**src/rtl/iter_shift_unit.sv**
```systemverilog
// iter_shift_unit: multi-cycle rotate/shift unit, up to STEP bits per cycle, valid/ready on both sides.
// Define SHIFT_FLAGS_EN to build the carry/zero status; otherwise out_carry/out_zero are tied to 0.
module iter_shift_unit #(
   parameter int unsigned WIDTH   = 8,
   parameter int unsigned SHAMT_W = 5,
   parameter int unsigned STEP    = 1
) (
   input  logic               clk,
   input  logic               rst_n,
   input  logic               in_valid,
   output logic               in_ready,
   input  logic [WIDTH-1:0]   in_data,
   input  logic [SHAMT_W-1:0] shift_amount,
   input  logic [2:0]         shift_type,
   output logic               out_valid,
   input  logic               out_ready,
   output logic [WIDTH-1:0]   out_data,
   output logic               out_carry,
   output logic               out_zero
);
   localparam int unsigned CNT_W = $clog2(WIDTH + 1);
   localparam int unsigned IDX_W = $clog2(WIDTH);

   localparam logic [2:0] MODE_ROTL = 3'b000;
   localparam logic [2:0] MODE_ROTR = 3'b001;
   localparam logic [2:0] MODE_ASR  = 3'b010;
   localparam logic [2:0] MODE_LSL  = 3'b011;
   localparam logic [2:0] MODE_LSR  = 3'b100;

   typedef enum logic [1:0] {IDLE, SHIFT, DONE} state_t;

   state_t           state;
   logic [WIDTH-1:0] work;
   logic [WIDTH-1:0] next_work;
   logic [2:0]       mode;
   logic [CNT_W-1:0] cnt;
   logic [CNT_W-1:0] eff_cnt;
   logic [CNT_W-1:0] step_k;
   logic [CNT_W-1:0] back_k;

   // Effective count: rotates wrap modulo WIDTH, linear shifts saturate at WIDTH.
   always_comb begin
      eff_cnt = '0;
      case (shift_type)
         MODE_ROTL, MODE_ROTR: eff_cnt = CNT_W'(shift_amount[IDX_W-1:0]);
         MODE_ASR, MODE_LSL, MODE_LSR:
            eff_cnt = (shift_amount >= SHAMT_W'(WIDTH)) ? CNT_W'(WIDTH) : CNT_W'(shift_amount);
         default: eff_cnt = '0;
      endcase
   end

   // One iteration: shift by k = min(STEP, cnt); back_k = WIDTH-k is the wrap distance.
   always_comb begin
      step_k    = (cnt > CNT_W'(STEP)) ? CNT_W'(STEP) : cnt;
      back_k    = CNT_W'(WIDTH) - step_k;
      next_work = work;
      case (mode)
         MODE_ROTL: next_work = (work << step_k) | (work >> back_k);
         MODE_ROTR: next_work = (work >> step_k) | (work << back_k);
         MODE_ASR:  next_work = $unsigned($signed(work) >>> step_k);
         MODE_LSL:  next_work = work << step_k;
         MODE_LSR:  next_work = work >> step_k;
         default:   next_work = work;
      endcase
   end

`ifdef SHIFT_FLAGS_EN
   logic [IDX_W-1:0] hi_idx;
   logic [IDX_W-1:0] lo_idx;
   logic             step_carry;
   logic             carry;

   // Last bit leaving this iteration: left moves lose bit WIDTH-k, right moves lose bit k-1.
   always_comb begin
      hi_idx     = IDX_W'(back_k);
      lo_idx     = IDX_W'(step_k - CNT_W'(1));
      step_carry = 1'b0;
      case (mode)
         MODE_ROTL, MODE_LSL:           step_carry = work[hi_idx];
         MODE_ROTR, MODE_ASR, MODE_LSR: step_carry = work[lo_idx];
         default:                       step_carry = 1'b0;
      endcase
   end
`else
   assign out_carry = 1'b0;
   assign out_zero  = 1'b0;
`endif

   always_ff @(posedge clk or negedge rst_n) begin
      if (!rst_n) begin
         state     <= IDLE;
         in_ready  <= 1'b1;
         out_valid <= 1'b0;
         out_data  <= '0;
         work      <= '0;
         mode      <= '0;
         cnt       <= '0;
`ifdef SHIFT_FLAGS_EN
         carry     <= 1'b0;
         out_carry <= 1'b0;
         out_zero  <= 1'b0;
`endif
      end else begin
         case (state)
            IDLE: begin
               if (in_valid && in_ready) begin
                  work     <= in_data;
                  mode     <= shift_type;
                  cnt      <= eff_cnt;
                  in_ready <= 1'b0;
                  state    <= SHIFT;
`ifdef SHIFT_FLAGS_EN
                  carry    <= 1'b0;
`endif
               end
            end
            SHIFT: begin
               if (cnt != '0) begin
                  work  <= next_work;
                  cnt   <= cnt - step_k;
`ifdef SHIFT_FLAGS_EN
                  carry <= step_carry;
`endif
               end else begin
                  out_data  <= work;
                  state     <= DONE;
`ifdef SHIFT_FLAGS_EN
                  out_carry <= carry;
                  out_zero  <= (work == '0);
`endif
               end
            end
            DONE: begin
               // Result registers settle on entry; out_valid follows one cycle later.
               if (!out_valid) begin
                  out_valid <= 1'b1;
               end else if (out_ready) begin
                  out_valid <= 1'b0;
                  in_ready  <= 1'b1;
                  state     <= IDLE;
               end
            end
            default: state <= IDLE;
         endcase
      end
   end

endmodule

```
**config.mk**
```make
export PLATFORM = sky130hd
export DESIGN_NAME = iter_shift_unit
export DESIGN_NICKNAME = d
export VERILOG_FILES = /design/src/rtl/iter_shift_unit.sv
export SDC_FILE = /design/constraint.sdc
export NUM_CORES = 1
export LEC_CHECK = 0
export BUFFER_PORTS_ARGS = -buffer_cell sky130_fd_sc_hd__buf_4
export CAP_MARGIN = 20
export CORE_MARGIN = 3
export CORE_UTILIZATION = 55
export DETAILED_ROUTE_END_ITERATION = 6
export PLACE_DENSITY_LB_ADDON = 0.05
export SLEW_MARGIN = 20
export SYNTH_ARGS = -nofsm -noshare
export SYNTH_HDL_FRONTEND = slang
export SYNTH_SLANG_ARGS = --single-unit
```
**constraint.sdc**
```tcl
create_clock -name clk -period 5.55 [get_ports clk]
set_input_delay 0 -clock clk [delete_from_list [all_inputs] [get_ports clk]]
set_output_delay 0 -clock clk [all_outputs]
set_load 0.005 [all_outputs]
```
Word level (Yosys, flattened, before mapping)
Index checks and enable logic that the tools add are counted.
Widths: inputs -> output; s select.
{ "op_classes": {"addsub": 2, "order_cmp": 2, "n_eq_ne": 16, "shift": 5, "mux": 21, "bitwise_logic": 3, "reduce_logical": 15} }
{ "op_table": {"columns": ["op", "count"], "rows": [
  ["$pmux 8 s5", 1],
  ["$mux 4", 4],
  ["$mux 8", 2],
  ["$or 8x8->8", 2],
  ["$pmux 4 s2", 2],
  ["$pmux 8 s2", 1],
  ["$shl 8x4->8", 2],
  ["$shr 8x4->8", 2],
  ["$eq 3x2->1 const B", 4],
  ["$reduce_and 4->1", 3],
  ["$ne 2x2->1 const B", 5],
  ["$mux 2", 4],
  ["$sshr 8x4->8", 1],
  ["$eq 3x1->1 const B", 2],
  ["$eq 3x3->1 const B", 2],
  ["$logic_not 3->1", 2],
  ["$ne 6x1->1 const B", 1],
  ["$pmux 2 s3", 1],
  ["$ge 5x4->1 const B", 1],
  ["$mux 1", 5],
  ["$gt 4x1->1 const B", 1],
  ["$reduce_and 2->1", 2],
  ["$reduce_bool 2->1", 2],
  ["$reduce_bool 4->1", 1],
  ["other kinds (11)", 11]
]} }
{ "totals": {"register_bits": 27, "inputBits": 20, "output_inout_bits": 12, "wordCells": 71} }

Logic depth before layout (Yosys ltp)
{ "depth": {"ltp_word": 8, "ltp_mapped": 12, "mapped_depth_nobuf": 8} }

Least setup slack after synthesis
OpenSTA, ideal clock, no wires.
{ "synth_path": {"path_type": "flip-flop to flip-flop", "start": "reg cnt[3]", "end": "reg work[7]", "setup_ns": 0.124, "arrival_ns": 2.592, "required_time_ns": 5.426, "slack_ns": 2.834, "stages_incl_launch_ff": 11, "path_buffers": 3, "synth_period_minus_slack_ns": 2.716, "cell_sequence": "dfrtp_1 > or4_1 > buf_2 > clkinv_2 > buf_6 > ha_1 > clkbuf_1 > mux4_2 > o2111ai_1 > o2111a_1 > o21ai_1"} }
{ "synth_via": {"elab_chain_cells": 8, "word_cells_on_any_way": 16, "classes_between": "add/sub (1); order compare (1); eq/ne (1); shift (5); mux (4); bitwise (2); reduce/logical (2)"} }
{ "synth_rtl": {"columns": ["element", "line", "text"], "rows": [
  ["start: declaration", "36", "logic [CNT_W-1:0] cnt;"],
  ["start signal: assignment", "109", "cnt <= eff_cnt;"],
  ["start signal: assignment", "120", "cnt <= cnt - step_k;"],
  ["$gt 4x1->1", "54", "step_k = (cnt > CNT_W'(STEP)) ? CNT_W'(STEP) : cnt;"],
  ["$mux 4", "54", null],
  ["$sub 4x4->4", "55", "back_k = CNT_W'(WIDTH) - step_k;"],
  ["$shl 8x4->8 or $shr 8x4->8 (tied branches)", "59, 58", null],
  ["$or 8x8->8, on equally long branches", "59, 58", null],
  ["$pmux 8 s5", "57", "case (mode)"],
  ["$mux 8", "118", "if (cnt != '0) begin"],
  ["$pmux 8 s2", "104", "case (state)"],
  ["end signal: assignment", "107", "work <= in_data;"],
  ["end signal: assignment", "119", "work <= next_work;"],
  ["end: declaration", "33", "logic [WIDTH-1:0] work;"]
]} }
Parallel ways exist; a longest one is shown, timed or not. The select of a mux whose other input is x is not followed.
A chain may end at the register's enable or synchronous reset.

Worst setup path in the final report
Same ends and word-level chain as after synthesis.

==> results summary <==
The flow ran to the end, and the final reports show no timing, DRC or antenna violations. The clock reaches the later pin of the worst-skew pair after 0.35 ns. The buffer depth of the longest clock path is 2. The number of DRC markers in iteration 0 came out at 191. The overall routed net length is 5.317 mm. The share of synthesized registers carrying an async set or reset came out at 100.0%. The wire length of the first global-routing pass is 8.914 mm.

The worst setup timing slack at the placement stage is approximately 2.3 ns. The startpoint identified for the worst register-to-register timing path is cnt[3]. The final max-slew violation count was 0.

The most repeated cell in the gate-level netlist after synthesis is sky130_fd_sc_hd__o21ai_0. The setup-violating endpoint count in the final report is 0. The type of the most critical hold path is primary input to flip-flop.

The internal portion of the total power is 0.0002549 W. The largest individual stage delay along the critical path comes from the cell sky130_fd_sc_hd__or4_1. The floorplan has 20 rows. In this run the horizontal extent of the chip is approximately 65 um. The leakage power of the design is 0.9893 nW. The count of flip-flops with a built-in enable after synthesis came out at 0.

The final worst setup slack came out at 2.209 ns. Wire segments on met2 add up to roughly 2.7 mm in the final route. Once the floorplan was initialized, standard cells occupied roughly three fifths of the core.

The met3 layer wire length in the routed design is 427 um. The total number of vias came out at 1906. The total grt overflow came out at 0. The highest net fanout along the worst path came out at 17. By count the netlist is led by sky130_fd_sc_hd__o21ai_0, sky130_fd_sc_hd__dfrtp_1, sky130_fd_sc_hd__nand2_1, sky130_fd_sc_hd__nor2_1, sky130_fd_sc_hd__a21oi_1.

The TritonCTS clock tree is done. The detailed-routing iteration count for the pre-antenna-repair pass is 5. The DRC violation count after routing came out at 0. The number of hold violations in the final report came out at 0. The count of fill cells added during filler insertion came out at between 200 and 300.

The most frequently used flop master after synthesis is sky130_fd_sc_hd__dfrtp_1. With fillers left out, the area of the finished cells amounts to 0.002278 mm^2. In this run the critical register-to-register path is captured at work[7].

The height of the die is 65.13 um. The part of the power in combinational logic came out at 17.5%. The maximum clock skew at final layout is 0.007718 ns.

The initial antenna violation count came out at 0. The sink count of the clock tree came out at 27. The endpoint of the worst hold-timing path is work[4]. The remaining max-slew budget at the tightest pin came out at 35.41%. The worst register-to-register path has a setup slack of 2.21 ns. The endpoint class of the critical path is a flip-flop. In the final design database the tool counted 283 nets. The setup total negative slack is 0 ns. The critical path goes through or4_1, clkinv_2, ha_1, mux4_2, o2111ai_1, o2111a_1, o21ai_1. Of the cells placed in the final design, the portion with a size suffix greater than 1 is 20.00%. The global router's overall resource usage came out at 26.86%. The vias per cell is 6.270. The count of nets left with antenna violations once routing finished came out at 0.

The total power came out at 0.0003562 W. For the worst flop-to-flop path, the logic depth is 7. The tree is rooted in a sky130_fd_sc_hd__clkbuf_4. The cell type group with the largest total delay on the critical path is simple AND/OR/NAND/NOR gates. The mapped netlist covers slightly below 0.002 mm^2. The quantity of hold-fixing buffers added after cts came out at 13.

The count of pins on the block boundary is 32. During synthesis, Yosys emitted a total of 0 warnings. The final critical path time including I/O delays and setup came out at 3.341 ns. The post-DP HPWL is 3.659 mm. The worst endpoint data arrival time is 3.59 ns. The max capacitance violation total came out at 0.

The largest single stage delay on the critical path is 0.81 ns. The highest routing layer actually used is met4. The worst hold path cell count came out at 3. Port buffering added 29 buffers. In the post-synthesis netlist, the biggest area contributors are sky130_fd_sc_hd__dfrtp_1, sky130_fd_sc_hd__o21ai_0, sky130_fd_sc_hd__mux2_2.

The average cell area after synthesis is ~8.3 um^2. The maximum ir drop on the vdd rail is 0.1043 mV. The number of buffer and inverter stages on the critical path is 1. The hold path startpoint is in_data[4]. The placed instance area is 0.002118 mm^2. CTS built an H-tree with a depth of 1. The share of the yosys chip area belonging to registers came out at between 30% and 40%.

The slew at the pin with the worst max-slew slack is 0.9668 ns. In the synthesized netlist, the number of instances is 232. The clock network is responsible for a little over a quarter of the overall power. Of all cell types, the one taking the most synthesized area is sky130_fd_sc_hd__dfrtp_1. The number of synthesized register bits is 27. The maximum clock frequency came out at approximately 300 MHz. Counting the buffers created by CTS gives 3.

Setup repair after global routing left no endpoint under its margin. The maximum number of pins on one net before global-route repair is 28. The share of total power in sequential cells is 55.8%.

Summed over its instances, the top area cell type makes up 33.83% of the synthesized netlist area. The final routed wire length divided by cell count came out at around 17 um. The standard cell core area is 0.003203 mm^2. The final critical-path share of the clock period is 60.19%.

Clock-pin slew was measured on the worst setup and hold paths at 0.17 ns. For this design the ratio of total power to cell area is 156.3 mW/mm^2. The kind of start point of the critical path is a flip-flop. Of the total power, the share spent switching nets is 28.43%. At the worst endpoint, the required time is 5.80 ns. From synthesis to final layout, the design area changed by 18.48%.

The antenna diode count is 0. The worst setup path is of the flip-flop to flip-flop kind. The analysis attributes to net switching a power of 0.0001012 W. The congestion estimate from routability-driven global placement came to 0.9295.

The number of buffers added for setup after CTS came out at 0. The met1 wire length is 2.168 mm. The post-CTS resize count came out at 0.

The die covers 0.004242 mm^2. The distinct cell type count of the synthesized netlist is 54. The number of global-route vias before repair came to 1908.
metal layers:
layer / track usage, % / up-vias
li1: - / 909
met1: 33.81 / 889
met2: 46.87 / 97
met3: 3.761 / 11
met4: 9.845 / 0
met5: 0 / -
kinds of logic after synthesis:
kind of cell	count (synthesis)	share of synthesized area, %
xor+xnor	2	0.9110
flops	27	35.20
fa+ha+maj	2	1.301
buf+inv	29	6.766
simple gates	70	17.50
other cells	2	0.3905
mux	18	10.74
compound gates	82	27.20
worst register-to-register path: cells and delay by family, from the launching register on:
kind,cells,cell delay (ns)
simple gates,1,0.81
fa+ha+maj,1,0.61
buf+inv,1,0.30
flops,1,0.45
compound gates,3,0.47
mux,1,0.62
through the flow:
stage / std cells / hold slack (ns) / utilization [%]
floorplan: 233 / -0.2956 / -
global placement: 287 / -0.07092 / 66.13
detailed placement: 287 / -0.06330 / 66.13
CTS: 304 / 0.008424 / 71.13
global route: 304 / 0.02270 / 71.13
finish: 304 / 0.009559 / 71.13
cell usage in the layout, fill, tap and decap left out, types with 4 or more instances in the layout:
cell type,netlist,layout
sky130_fd_sc_hd__a21oi_1,13,13
sky130_fd_sc_hd__o211ai_1,4,4
sky130_fd_sc_hd__a22oi_1,4,4
sky130_fd_sc_hd__dlygate4sd3_1,0,13
sky130_fd_sc_hd__mux2_2,11,11
sky130_fd_sc_hd__a31oi_1,4,4
sky130_fd_sc_hd__nand3_1,4,4
sky130_fd_sc_hd__buf_4,2,30
sky130_fd_sc_hd__o21ai_0,28,28
sky130_fd_sc_hd__dfrtp_1,26,26
sky130_fd_sc_hd__inv_1,8,8
sky130_fd_sc_hd__nor3_1,6,6
sky130_fd_sc_hd__nand2_1,25,25
sky130_fd_sc_hd__mux2i_1,6,6
sky130_fd_sc_hd__nor2_1,18,18
sky130_fd_sc_hd__o31ai_1,4,4
power groups by stage:
stage	combinational [W]	clock [W]	sequential [W]
after floorplan	0.0000362	0	0.000202
after global placement	0.0000520	0	0.000202
after detailed placement	0.0000542	0	0.000202
after CTS	0.0000617	0.0000953	0.000199
after global routing	0.0000689	0.000104	0.000199
final	0.0000624	0.0000948	0.000199
how the worst max path moves through the flow:
| stage | from | endpoint | slack, ns | cells after the start |
|---|---|---|---|---|
| 6_report | cnt[3] | work[7] | 2.21 | 7 |
| 5_1_grt | cnt[3] | work[7] | 2.05 | 7 |
| 4_1_cts | cnt[3] | work[7] | 2.27 | 7 |
| 3_5_place_dp | cnt[3] | work[7] | 2.30 | 7 |
| 3_3_place_gp | cnt[3] | work[7] | 2.37 | 7 |
| 2_1_floorplan | cnt[3] | work[7] | 2.83 | 10 |
sequential cells by signal, summed over array words and instances (netlist names):
register,flops
cnt,4
out_data,8
work,8
state,2
in_ready,1
out_valid,1
mode,3
layout make-up:
type	instances	area [um^2]	area share, %
clock buffer	3	22.52	0.9885
inverter	9	35.03	1.538
clock inverter	1	7.507	0.3295
sequential	27	676.9	29.71
tap	44	55.05	2.416
multi-input combinational	177	1126	49.42
timing repair buffer	43	355.3	15.60
No activity file was read; power rests on OpenSTA's default activity.
